## src/rtl/imem_pkg.sv

```systemverilog
// imem_pkg: shared definitions for the instruction-ROM port arbiter.
//   ROM_SIZE_DEF - default ROM depth in words
//   state_t      - debug burst reader states
//   idx_oor()    - word-index range check for a byte address (index = a[30:2])
package imem_pkg;

    localparam int unsigned ROM_SIZE_DEF = 256;

    typedef enum logic [1:0] {
        IDLE,
        READ,
        HOLD,
        DONE
    } state_t;

    // True when the word index of byte address a falls outside a ROM of 'size' words.
    function automatic logic idx_oor(input logic [30:0] a, input int unsigned size);
        return {3'b000, a[30:2]} >= size;
    endfunction

endpackage

```

## src/rtl/imem_dump_arbiter.sv

```systemverilog
// imem_dump_arbiter: shares the combinational instruction-ROM read port between
// the CPU fetch path (priority) and a debug burst reader that streams ROM words
// out over a valid/ready link. A starvation counter forces one debug slot after
// MAX_WAIT consecutive denied cycles, stalling the CPU for that one cycle.
// Ports:
//   clk, reset (async, active-low)
//   f_req/f_addr/f_data/f_stall - CPU fetch side (zero-latency)
//   d_start/d_base/d_len        - burst command (sampled in IDLE only)
//   d_busy/d_data/d_valid/d_ready/d_done/d_err - burst stream and status
//   mem_addr/mem_data           - ROM port (combinational ROM)
module imem_dump_arbiter
    import imem_pkg::*;
#(
    parameter int unsigned ROM_SIZE = ROM_SIZE_DEF,
    parameter int unsigned MAX_WAIT = 4,
    parameter int unsigned LEN_W    = 8
) (
    input  logic             clk,
    input  logic             reset,
    input  logic             f_req,
    input  logic [30:0]      f_addr,
    output logic [31:0]      f_data,
    output logic             f_stall,
    input  logic             d_start,
    input  logic [30:0]      d_base,
    input  logic [LEN_W-1:0] d_len,
    output logic             d_busy,
    output logic [31:0]      d_data,
    output logic             d_valid,
    input  logic             d_ready,
    output logic             d_done,
    output logic             d_err,
    output logic [30:0]      mem_addr,
    input  logic [31:0]      mem_data
);

    localparam int unsigned WAIT_W = $clog2(MAX_WAIT + 1);

    state_t             state;
    logic [30:0]        addr;
    logic [LEN_W-1:0]   rem;
    logic [WAIT_W-1:0]  wait_cnt;
    logic               debug_win;
    logic               oor;

    // Debug takes the port when fetch is idle or it has been denied long enough.
    assign debug_win = (state == READ) && (!f_req || (wait_cnt == WAIT_W'(MAX_WAIT)));
    assign oor       = idx_oor(addr, ROM_SIZE);

    assign mem_addr  = debug_win ? addr : f_addr;
    assign f_data    = (f_req && !debug_win) ? mem_data : 32'h0;
    assign f_stall   = f_req && debug_win;

    always_ff @(posedge clk or negedge reset) begin
        if (!reset) begin
            state    <= IDLE;
            addr     <= '0;
            rem      <= '0;
            wait_cnt <= '0;
            d_data   <= '0;
            d_valid  <= 1'b0;
            d_done   <= 1'b0;
            d_busy   <= 1'b0;
            d_err    <= 1'b0;
        end else begin
            case (state)
                IDLE: begin
                    if (d_start) begin
                        d_err  <= 1'b0;
                        d_busy <= 1'b1;
                        if (d_len != '0) begin
                            state    <= READ;
                            addr     <= d_base;
                            rem      <= d_len;
                            wait_cnt <= '0;
                        end else begin
                            state  <= DONE;
                            d_done <= 1'b1;
                        end
                    end
                end
                READ: begin
                    if (debug_win) begin
                        d_data   <= oor ? 32'h0 : mem_data;
                        if (oor)
                            d_err <= 1'b1;
                        d_valid  <= 1'b1;
                        wait_cnt <= '0;
                        state    <= HOLD;
                    end else begin
                        // Cannot exceed MAX_WAIT: reaching it forces a win.
                        wait_cnt <= wait_cnt + WAIT_W'(1);
                    end
                end
                HOLD: begin
                    if (d_ready) begin
                        d_valid <= 1'b0;
                        addr    <= addr + 31'd4;
                        rem     <= rem - LEN_W'(1);
                        if (rem == LEN_W'(1)) begin
                            state  <= DONE;
                            d_done <= 1'b1;
                        end else begin
                            state <= READ;
                        end
                    end
                end
                DONE: begin
                    d_done <= 1'b0;
                    d_busy <= 1'b0;
                    state  <= IDLE;
                end
                default: state <= IDLE;
            endcase
        end
    end

endmodule

```

## config.mk

```make
export PLATFORM = sky130hd
export DESIGN_NAME = imem_dump_arbiter
export DESIGN_NICKNAME = d
export VERILOG_FILES = /design/src/rtl/imem_pkg.sv /design/src/rtl/imem_dump_arbiter.sv
export SDC_FILE = /design/constraint.sdc
export NUM_CORES = 1
export LEC_CHECK = 0
export CAP_MARGIN = 20
export CORE_AREA = 8 8 82 156
export DETAILED_ROUTE_END_ITERATION = 8
export DIE_AREA = 0 0 90 164
export GPL_TIMING_DRIVEN = 1
export PLACE_DENSITY = 0.84
export SLEW_MARGIN = 5
export SYNTH_ARGS = -nofsm -noshare
export SYNTH_HDL_FRONTEND = slang
export SYNTH_SLANG_ARGS = --single-unit
```

## constraint.sdc

```tcl
create_clock -name clk -period 2.9 [get_ports clk]
set_input_delay 0.58 -clock clk [delete_from_list [all_inputs] [get_ports clk]]
set_output_delay 0.58 -clock clk [all_outputs]
set_load 0.01 [all_outputs]
```

# After elaboration in Yosys (flattened, before gate mapping)
# Index checks and enable logic that the tools add are counted.
# op_classes
add_sub_neg,3
order_cmp,1
eq_ne,12
n_mux,35
reduce_logical,21
# op_table
cell,n
2-to-1 mux 31 bit,4
2-to-1 mux 32 bit,2
one-hot mux 31 bit (2 select lines),1
adder 31 x 3 -> 31 bit (second input constant),1
>= comparator 29 x 9 -> 1 bit (second input constant),1
2-to-1 mux 8 bit,3
one-hot mux 8 bit (2 select lines),1
inequality test 2 bit (second input constant),7
2-to-1 mux 1 bit,10
2-to-1 mux 2 bit,5
2-to-1 mux 3 bit,3
AND reduction 3 bit,3
== test 8 x 1 -> 1 bit (second input constant),1
one-hot mux 2 bit (4 select lines),1
AND reduction 4 bit,2
nonzero test 2 bit,4
nonzero test 8 bit,1
subtractor 8 x 1 -> 8 bit (second input constant),1
one-hot mux 1 bit (2 select lines),3
one-hot mux 3 bit (2 select lines),1
AND reduction 5 bit,1
== test 2 bit (second input constant),2
AND reduction 2 bit,2
adder 3 x 1 -> 3 bit (second input constant),1
other kinds (8),11
# word_totals
regBits,80
input_bits,107
output_inout_bits,100

# Depth between registers and ports, before layout
# Gate-level depths: netlist of the first run.
# depth
ltp_word,6
depth_mapped,9

# Worst setup path before layout of the first run
# OpenSTA, ideal clock, no wires.
# synth_path
path_kind,reg2out
start,register wait_cnt[0]
end,output mem_addr[11]
t_arrival_ps,1588
slack_ps,732
path_stages_with_launch,10
n_path_buf,2
path_cell_list,dfrtp_1 inv_1 ha_1 nand2_1 and2_1 nor2_1 buf_4 clkbuf_1 nand2_1 nand2_1
# synth_via
elab_chain_len,4
# synth_rtl
item,line_no,text
from (decl),imem_dump_arbiter.sv:42,logic [WAIT_W-1:0] wait_cnt;
from (signal assigned),imem_dump_arbiter.sv:92,wait_cnt <= wait_cnt + WAIT_W'(1);
== test 3 bit,imem_dump_arbiter.sv:47,assign debug_win = (state == READ) && (!f_req || (wait_cnt == WAIT_W'(MAX_WAIT)));
logical OR 1 bit,imem_dump_arbiter.sv:47,
logical AND 1 bit,imem_dump_arbiter.sv:47,
2-to-1 mux 31 bit,imem_dump_arbiter.sv:50,assign mem_addr = debug_win ? addr : f_addr;
to (decl),imem_dump_arbiter.sv:33,"output logic [30:0] mem_addr,"
# No other way between the ends.

# Worst setup path in the final report of the first run
# layout_path
start,input f_req
end,output mem_addr[28]
# layout_via
elab_chain_len,4
# layout_rtl
item,line_no,text
from (decl),imem_dump_arbiter.sv:20,"input logic f_req,"
logical NOT 1 bit,imem_dump_arbiter.sv:47,
logical OR 1 bit,imem_dump_arbiter.sv:47,
logical AND 1 bit,imem_dump_arbiter.sv:47,
2-to-1 mux 31 bit,imem_dump_arbiter.sv:50,
# No other way between the ends.

==> flow_summary_export.csv, run 1 <==
group,metric,value,unit
run_status,status,"finished, final reports clean",
placed_design,hpwl,13080,um
grt,grt_pass1_vias,5481,
worst_setup_path,critPathKind,"in2out",
placed_design,placed_area,0.007029,mm^2
logic_synthesis,synthAdderAreaFrac,1.562,%
worst_setup_path,cp_max_fo,6,
final_layout,final_util,70.30,%
timing,fmax,346.2,MHz
timing,fin_tns_setup,0,ns
worst_setup_path,rr_endpoint,"addr[23]",
route,drc,0,
route,drt_pass1_iterations,5,
timing,period_needed,2.888,ns
grt,antenna_found_initial,0,
final_layout,finalInstanceArea,0.007600,mm^2
clocking,cts_inserted_buffers,9,
floorplan,die_h,164,um
worst_setup_path,ff2ff_setup_slack,0.72,ns
floorplan,num_rows,54,
final_layout,finalNetCount,939,
worst_setup_path,endpoint_kind,"primary output",
route,drtIter0Drc,253,
final_layout,drive_gt1_share,7.108,%
logic_synthesis,synth_flop_cell,"dfrtp_1",
worst_setup_path,reg2reg_depth,6,
grt,grt_overflow,0,
job,max_cap_viol_count,0,
worst_setup_path,start_kind,"input port",
final_layout,areaGrowthSynthToFinish,58.14,%
timing,slew_viol_final,0,
grt,track_usage,22.16,%
logic_synthesis,synth_simple_gate_area_share,33.14,%
logic_synthesis,synth_top_family_by_area,"simple AND/OR/NAND/NOR gates",
timing,whs,0.07791,ns
floorplan,fp.dieW,90,um
logic_synthesis,synth_xor_area_share,0,%
pwr,p_leak,3.749,nW
route,wl_met1,6383,um
route,wl_per_cell,18.40,um
logic_synthesis,synth_compound_area_share,17.05,%
route,antenna_left,0,
floorplan,initial_core_util,44.46,%
worst_setup_path,cp_cell_sequence,"clkdlybuf4s50_1 -> and2_1 -> nor2_4 -> buf_12 -> clkbuf_16 -> nand2_1 -> nand2_1 -> clkdlybuf4s50_1",
worst_setup_path,startpoint,"f_req",
clocking,cts_max_path_buffers,2,
logic_synthesis,syn_nets,739,
route,wl_met2,9655,um
logic_synthesis,synth_mux_area_share,0.8852,%
route,wl_met3,1018,um
clocking,clk_pin_slew_worst_paths,0.06,ns
timing,fin_crit_sh,99.60,%
logic_synthesis,synth_edf_count,0,
logic_synthesis,yosysSeqAreaShare,41.66,%
floorplan,num_io_pins,207,
logic_synthesis,synthArstFlopShare,100.0,%
timing,fin_skew,0.009492,ns
worst_setup_path,cpMaxStageDelayCell,"clkdlybuf4s50_1",
placed_design,routabilityCongestion,0.9132,
timing,rsz0062_at_grt,"yes",
worst_setup_path,cp.arrival,2.31,ns
route,vias,5550,
logic_synthesis,synth_seq_cells,80,
clocking,htreeDepth,3,
timing,max-slew-margin-rel,58.24,%
timing,finalSetupViolCount,0,
clocking,clk_latency,0.34,ns
placed_design,io_buffers,206,
worst_setup_path,crit_required,2.32,ns
worst_setup_path,reg2reg_from,"state[1]",
floorplan,dieArea,0.01476,mm^2
clocking,clkSinkCount,80,
final_layout,fillers,834,
pwr,power,6.074,mW
worst_setup_path,critical_path.endpoint,"mem_addr[28]",
pwr,powerDensity,799.2,mW/mm^2
timing,tightest_slew,0.6206,ns
clocking,clockRootBuffer,"clkbuf_16",
clocking,tritoncts,"done",
grt,grt_first_pass_wirelength,26830,um
worst_setup_path,cp_slowest_stage_delay,0.53,ns
grt,grt_max_degree,81,
final_layout,antenna_cells,0,
worst_hold_path,hold_path.class,"in2async",
logic_synthesis,synth_cell_type_count,46,
floorplan,core_area,0.01081,mm^2
clocking,cts-hold-fix-buffers,0,
route,routed_via_density,5.722,
logic_synthesis,avgSynthCellArea,7.677,um^2
pwr,ir_drop,0.4365,mV
logic_synthesis,yosys_warnings,0,
logic_synthesis,netlist_area,0.004806,mm^2
route,highest_layer,"met4",
route,totalWireLength,17850,um
logic_synthesis,syn_inst,626,
timing,report.final.hold_viol_count,0,
==> cell type report <==
cell class	instances	area [um^2]	area share, %
Multi-Input combinational cell	488	2555	33.62
Clock buffer	10	239.0	3.145
Inverter	12	45.04	0.5927
Sequential cell	80	2002	26.34
Timing Repair Buffer	235	2502	32.93
Tap cell	140	175.2	2.305
Clock inverter	5	81.33	1.070
==> cells in the final DEF, fill, tap and decap left out, drive strengths merged, types with 12 or more instances in the layout <==
| master | n |
|---|---|
| a21oi | 48 |
| and3 | 37 |
| buf | 27 |
| clkbuf | 13 |
| clkdlybuf4s50 | 172 |
| dfrtp | 80 |
| dlymetal6s2s | 33 |
| inv | 12 |
| nand2 | 182 |
| nand3 | 51 |
| nor2 | 25 |
| o21ai | 47 |
| o22ai | 14 |
==> stage by stage <==
step                      worst slack, ns  instances
after floorplan                    0.7323        626
after global placement            0.04200        946
after detailed placement         0.007362        946
after CTS                       0.0002001        961
after global routing             -0.04794        970
final                             0.01160        970
==> power by group <==
part           internal (mW)  total (mW)  switching [mW]
combinational           1.37        2.95            1.58
clock                  0.772        1.21           0.440
sequential              1.45        1.92           0.467
==> registers in the layout, indices dropped and copies added, names as in the netlist <==
signal and count:
wait_cnt 3, state 2, d_valid 1, d_done 1
d_data 32, d_busy 1, addr 31, d_err 1
rem 8
==> critical path, delay by kind of cell <==
family	cells	cell delay [ns]
buffers and inverters	4	1.27
and+or+nand+nor	4	0.44
==> synth_stat cells (8+ instances only) <==
| master | n | area, um^2 |
|---|---|---|
| nand2_1 | 182 | 683.2 |
| dfrtp_1 | 80 | 2002 |
| nand3_1 | 51 | 255.2 |
| a21oi_1 | 48 | 240.2 |
| and3_1 | 37 | 231.5 |
| o21ai_1 | 31 | 155.2 |
| clkbuf_1 | 26 | 97.59 |
| nor2_1 | 25 | 93.84 |
| o21ai_0 | 16 | 80.08 |
| o22ai_1 | 14 | 87.58 |
| buf_2 | 12 | 60.06 |
| inv_1 | 12 | 45.04 |
| a2bb2oi_1 | 10 | 87.58 |
| nand4_1 | 8 | 50.05 |
==> cell families after synthesis <==
logic type / after synthesis
compound gates: 140
simple gates: 338
fa+ha+maj: 6
mux: 4
buf+inv: 58
flops: 80
==> how the worst min path moves through the flow <==
| stage | startpoint | end | slack [ns] | depth (start not counted) |
|---|---|---|---|---|
| finish | reset | rem[1] | 0.08 | 1 |
| CTS | reset | rem[1] | 0.45 | 1 |
| floorplan | reset | addr[0] | 0.28 | 0 |
| detailed placement | d_data[15] | d_data[15] | 0.46 | 2 |
| global placement | d_data[19] | d_data[19] | 0.45 | 2 |
| global route | reset | addr[2] | 0.07 | 1 |
==> metal layers <==
metal  global-route usage, %  vias to the layer above
met5                       0                        -
met4                   12.13                        0
met3                   5.492                       60
met2                   41.35                      255
met1                   21.88                     2636
li1                        -                     2599
==> what timing repair did <==
| action | in CTS | in global routing |
|---|---|---|
| resized for setup | 0 | 36 |
| setup buffers | 0 | 4 |
| setup endpoints to repair | 0 | 58 |
Power figures use the tool's default switching activity.
==> run 2, diff against run 1 <==
Settings changed: CAP_MARGIN 20 to 10.
==> flow_summary_export.csv, run 2 (synthesis results as in run 1) <==
group,metric,value,unit
placed_design,placed_area,0.007029,mm^2
worst_setup_path,critPathKind,"in2out",
placed_design,routabilityCongestion,0.9132,
final_layout,top_register,"d_data",
worst_hold_path,hold_path.class,"in2async",
route,drtIter0Drc,230,
timing,report.final.hold_viol_count,0,
job,max_cap_viol_count,0,
grt,grt_max_degree,81,
floorplan,die_h,164,um
route,routed_via_density,5.720,
route,antenna_left,0,
final_layout,layout_common_cells,"nand2_1, clkdlybuf4s50_1, dfrtp_1",
clocking,tritoncts,"done",
timing,whs,0.4193,ns
placed_design,hpwl,13080,um
clocking,clkSinkCount,80,
worst_setup_path,cp_max_fo,6,
worst_setup_path,start_kind,"input port",
timing,period_needed,2.890,ns
worst_setup_path,crit_required,2.32,ns
placed_design,placed_cells,946,
worst_setup_path,startpoint,"f_req",
route,vias,5543,
final_layout,finalNetCount,938,
clocking,clk_latency,0.34,ns
worst_setup_path,cp.arrival,2.31,ns
timing,max-slew-margin-rel,32.98,%
worst_setup_path,reg2reg_from,"state[1]",
grt,grt_first_pass_wirelength,26830,um
route,totalWireLength,17780,um
final_layout,finalInstanceArea,0.007572,mm^2
final_layout,drive_gt1_share,6.996,%
clocking,cts_max_path_buffers,2,
timing,rsz0062_at_grt,"yes",
floorplan,initial_core_util,44.46,%
timing,tightest_slew,1.005,ns
timing,fin_skew,0.01074,ns
pwr,power,6.068,mW
grt,antenna_found_initial,0,
grt,grt_overflow,0,
route,drt_pass1_iterations,5,
clocking,clockRootBuffer,"clkbuf_16",
clocking,clk_pin_slew_worst_paths,0.06,ns
timing,slew_viol_final,0,
worst_setup_path,reg2reg_depth,6,
floorplan,num_rows,54,
run_status,status,"finished, final reports clean",
grt,track_usage,22.16,%
pwr,ir_drop,0.4390,mV
route,drc,0,
grt,grt_pass1_vias,5481,
final_layout,final_common_cell,"nand2_1",
worst_setup_path,endpoint_kind,"primary output",
final_layout,areaGrowthSynthToFinish,57.56,%
pwr,p_leak,3.737,nW
final_layout,antenna_cells,0,
timing,fmax,346.0,MHz
final_layout,final_cells,969,
placed_design,io_buffers,206,
clocking,cts_inserted_buffers,9,
floorplan,fp.dieW,90,um
final_layout,reg_top3,"d_data x32, addr x31, rem x8",
final_layout,largest_reg_flops,32,
floorplan,num_io_pins,207,
timing,finalSetupViolCount,0,
route,wl_per_cell,18.34,um
floorplan,core_area,0.01081,mm^2
timing,fin_crit_sh,99.66,%
clocking,htreeDepth,3,
timing,fin_tns_setup,0,ns
floorplan,dieArea,0.01476,mm^2
pwr,powerDensity,801.3,mW/mm^2
## run 2: per-stage QoR
stage | util (%) | setup WS, ns
after floorplan | - | 0.7323
after global placement | 65.02 | 0.04200
after detailed placement | 65.02 | 0.007362
after CTS | 67.99 | 0.0002001
after global routing | 70.05 | -0.04794
final | 70.05 | 0.009821
## run 2: power breakdown
group          switching [mW]  internal (mW)
clock network           0.442          0.772
registers               0.469           1.45
logic                    1.57           1.37
total                    2.48           3.59
## run 2: per-layer routing
metal / vias to the layer above / GRT usage, % / part of all wire [%]
li1: 2595 / - / -
met2: 249 / 41.35 / 54
met1: 2640 / 21.88 / 36
met4: 0 / 12.13 / 4.4
met3: 59 / 5.492 / 5.4
met5: - / 0 / 0
## run 2: timing repair
action,CTS,global route
buffers inserted,0,4
endpoints found under the setup margin,0,58
gates resized for setup,0,36
hold buffers,0,0
## run 2: critical path, stage by stage
cell and delay [ns]:
clkdlybuf4s50_1 0.47, and2_1 0.21, nor2_4 0.11, buf_12 0.14
clkbuf_16 0.13, nand2_1 0.05, nand2_1 0.07, clkdlybuf4s50_1 0.53
## run 2: worst paths after layout
path                                endpoint  slack [ns]
worst max-delay path            mem_addr[28]        0.01
worst min-delay path                  rem[1]        0.42
worst max register to register      addr[23]        0.70
worst min register to register     d_data[7]        0.47
max in group asynchronous         d_data[20]        1.84
min in group clk                   d_data[7]        0.47
## run 2: layout make-up
cell class	count	area, um^2
Sequential cell	80	2002
Clock inverter	5	81.33
Tap cell	140	175.2
Timing Repair Buffer	234	2475
Clock buffer	10	239.0
Inverter	12	45.04
Fill cell	841	3238
Multi-Input combinational cell	488	2555
==> run 3, diff against run 2 <==
Settings changed: CORE_AREA 8 8 82 156 to 3 3 77 151, DIE_AREA 0 0 90 164 to 0 0 80 154.
==> flow_summary_export.csv, run 3 (synthesis results as in run 1) <==
group,metric,value,unit
worst_setup_path,cp_max_fo,23,
floorplan,fp.dieW,80,um
clocking,cts-hold-fix-buffers,0,
route,totalWireLength,16540,um
grt,grt_max_degree,81,
final_layout,multiInputGateArea,0.002564,mm^2
placed_design,io_buffers,206,
worst_setup_path,start_kind,"input port",
grt,grt_first_pass_wirelength,26760,um
job,max_cap_viol_count,0,
timing,report.final.hold_viol_count,0,
timing,fin_crit_sh,97.82,%
worst_setup_path,crit_required,2.32,ns
timing,fin_tns_setup,0,ns
final_layout,areaGrowthSynthToFinish,55.71,%
timing,max-slew-margin-rel,31.91,%
worst_setup_path,endpoint_kind,"primary output",
final_layout,final_common_cell,"clkdlybuf4s50_1",
clocking,clkSinkCount,80,
clocking,cts_max_path_buffers,2,
pwr,comb_power_share,49.4,%
final_layout,largest_reg_flops,32,
final_layout,reg_top3,"d_data x32, addr x31, rem x8",
placed_design,routabilityCongestion,0.8967,
worst_setup_path,worst-path-buf-inv,3,
worst_setup_path,cp_top_family,"buffers and inverters",
final_layout,finalInstanceArea,0.007483,mm^2
route,routed_via_density,5.663,
grt,track_usage,27.04,%
timing,period_needed,2.837,ns
floorplan,num_io_pins,207,
route,drt_pass1_iterations,5,
clocking,tritoncts,"done",
pwr,switching_share,41.48,%
worst_hold_path,hold_path.class,"in2async",
route,antenna_left,0,
final_layout,finalNetCount,939,
route,vias,5476,
pwr,powerDensity,788.2,mW/mm^2
pwr,power.share.clock,18.5,%
worst_setup_path,cp.arrival,2.26,ns
final_layout,layout_common_cells,"clkdlybuf4s50_1, nand2_1, dfrtp_1",
worst_setup_path,reg2reg_depth,6,
worst_setup_path,critical_path.endpoint,"f_data[22]",
pwr,pwr-share-seq,32.1,%
final_layout,drive_gt1_share,7.108,%
worst_setup_path,startpoint,"f_req",
worst_setup_path,path_depth,6,
clocking,htreeDepth,3,
worst_setup_path,cp_cell_sequence,"clkdlybuf4s50_1 -> nand2_2 -> nand2_8 -> buf_12 -> and3_1 -> clkdlybuf4s50_1",
floorplan,die_h,154,um
final_layout,top_register,"d_data",
placed_design,placed_area,0.007033,mm^2
placed_design,placed_cells,944,
pwr,ir_drop,0.7390,mV
clocking,clockRootBuffer,"clkbuf_16",
clocking,clk_pin_slew_worst_paths,0.06,ns
clocking,clk_latency,0.34,ns
final_layout,antenna_cells,0,
floorplan,dieArea,0.01232,mm^2
worst_setup_path,rr_endpoint,"addr[20]",
grt,grt_util_met3,3.927,%
worst_setup_path,cpMostUsedCell,"clkdlybuf4s50_1",
clocking,cts_inserted_buffers,9,
timing,fin_skew,0.007485,ns
grt,antenna_found_initial,0,
final_layout,seq_area,0.002002,mm^2
timing,slew_viol_final,0,
route,drc,0,
timing,fmax,352.5,MHz
final_layout,fillers,830,
grt,met2_usage,50.59,%
floorplan,initial_core_util,45.29,%
timing,finalSetupViolCount,0,
final_layout,final_cells,967,
grt,grt_pass1_vias,5509,
floorplan,core_area,0.01061,mm^2
grt,grt_most_used_layer,"met2",
run_status,status,"finished, final reports clean",
placed_design,hpwl,12420,um
floorplan,num_rows,53,
worst_setup_path,reg2reg_from,"state[1]",
pwr,power,5.899,mW
route,drtIter0Drc,316,
grt,gr-usage-met1,28.33,%
timing,tightest_slew,1.021,ns
worst_setup_path,cpMaxStageDelayCell,"clkdlybuf4s50_1",
pwr,switching_power,2.447,mW
pwr,internal-power,3.452,mW
worst_setup_path,cp_slowest_stage_delay,0.54,ns
pwr,p_leak,3.593,nW
worst_setup_path,ff2ff_setup_slack,0.73,ns
final_layout,final_util,70.53,%
worst_setup_path,critPathKind,"in2out",
grt,grt_overflow,0,
route,wl_per_cell,17.10,um
## run 3: changes by cell type in the layout (fill, tap and decap cells not counted), sizes merged
cell	before	now
buf	26	30
bufinv	2	1
clkbuf	13	9
clkdlybuf4s50	172	181
clkinv	2	4
dlygate4sd2	0	1
dlymetal6s2s	33	23
## run 3: power groups by stage
stage / registers [mW] / clock network [mW] / logic [mW]
4_1_cts: 1.88 / 1.12 / 2.88
3_5_place_dp: 1.89 / 0 / 2.82
2_1_floorplan: 1.77 / 0 / 1.75
3_3_place_gp: 1.87 / 0 / 2.72
6_report: 1.89 / 1.09 / 2.91
5_1_grt: 1.95 / 1.16 / 3.20
## run 3: stage by stage
step	hold slack, ns	worst slack (ns)
finish	0.4016	0.06333
global route	0.4892	-0.006586
CTS	0.4499	-0.003778
detailed placement	0.4596	-0.01577
global placement	0.4501	0.05903
floorplan	0.2844	0.7323
## run 3: layout make-up
class                           count  share of cell area (%)
Tap cell                          137                   2.291
Clock buffer                        9                   3.010
Clock inverter                      6                  0.8193
Inverter                           12                  0.6019
Sequential cell                    80                   26.75
Multi-Input combinational cell    488                   34.26
Timing Repair Buffer              235                   32.27
## run 3: worst min path at each step
| stage | end | slack, ns | depth (start not counted) |
|---|---|---|---|
| 2_1_floorplan | addr[0] | 0.28 | 0 |
| 3_3_place_gp | d_data[3] | 0.45 | 2 |
| 3_5_place_dp | d_data[23] | 0.46 | 2 |
| 4_1_cts | d_data[14] | 0.45 | 1 |
| 5_1_grt | d_data[24] | 0.49 | 2 |
| 6_report | d_data[9] | 0.40 | 1 |
## run 3: what timing repair did
action,4_1_cts,5_1_grt
endpoints found under the setup margin,1,62
resized for setup,4,27
cloned,1,0
endpoints found under the hold margin,0,0
buffers inserted,1,6
pin swaps,0,1
## run 3: layer usage
layer,vias up,part of all wire [%]
met5,-,0
met4,0,3.7
met3,48,5.9
met2,251,56
met1,2581,35
li1,2596,-
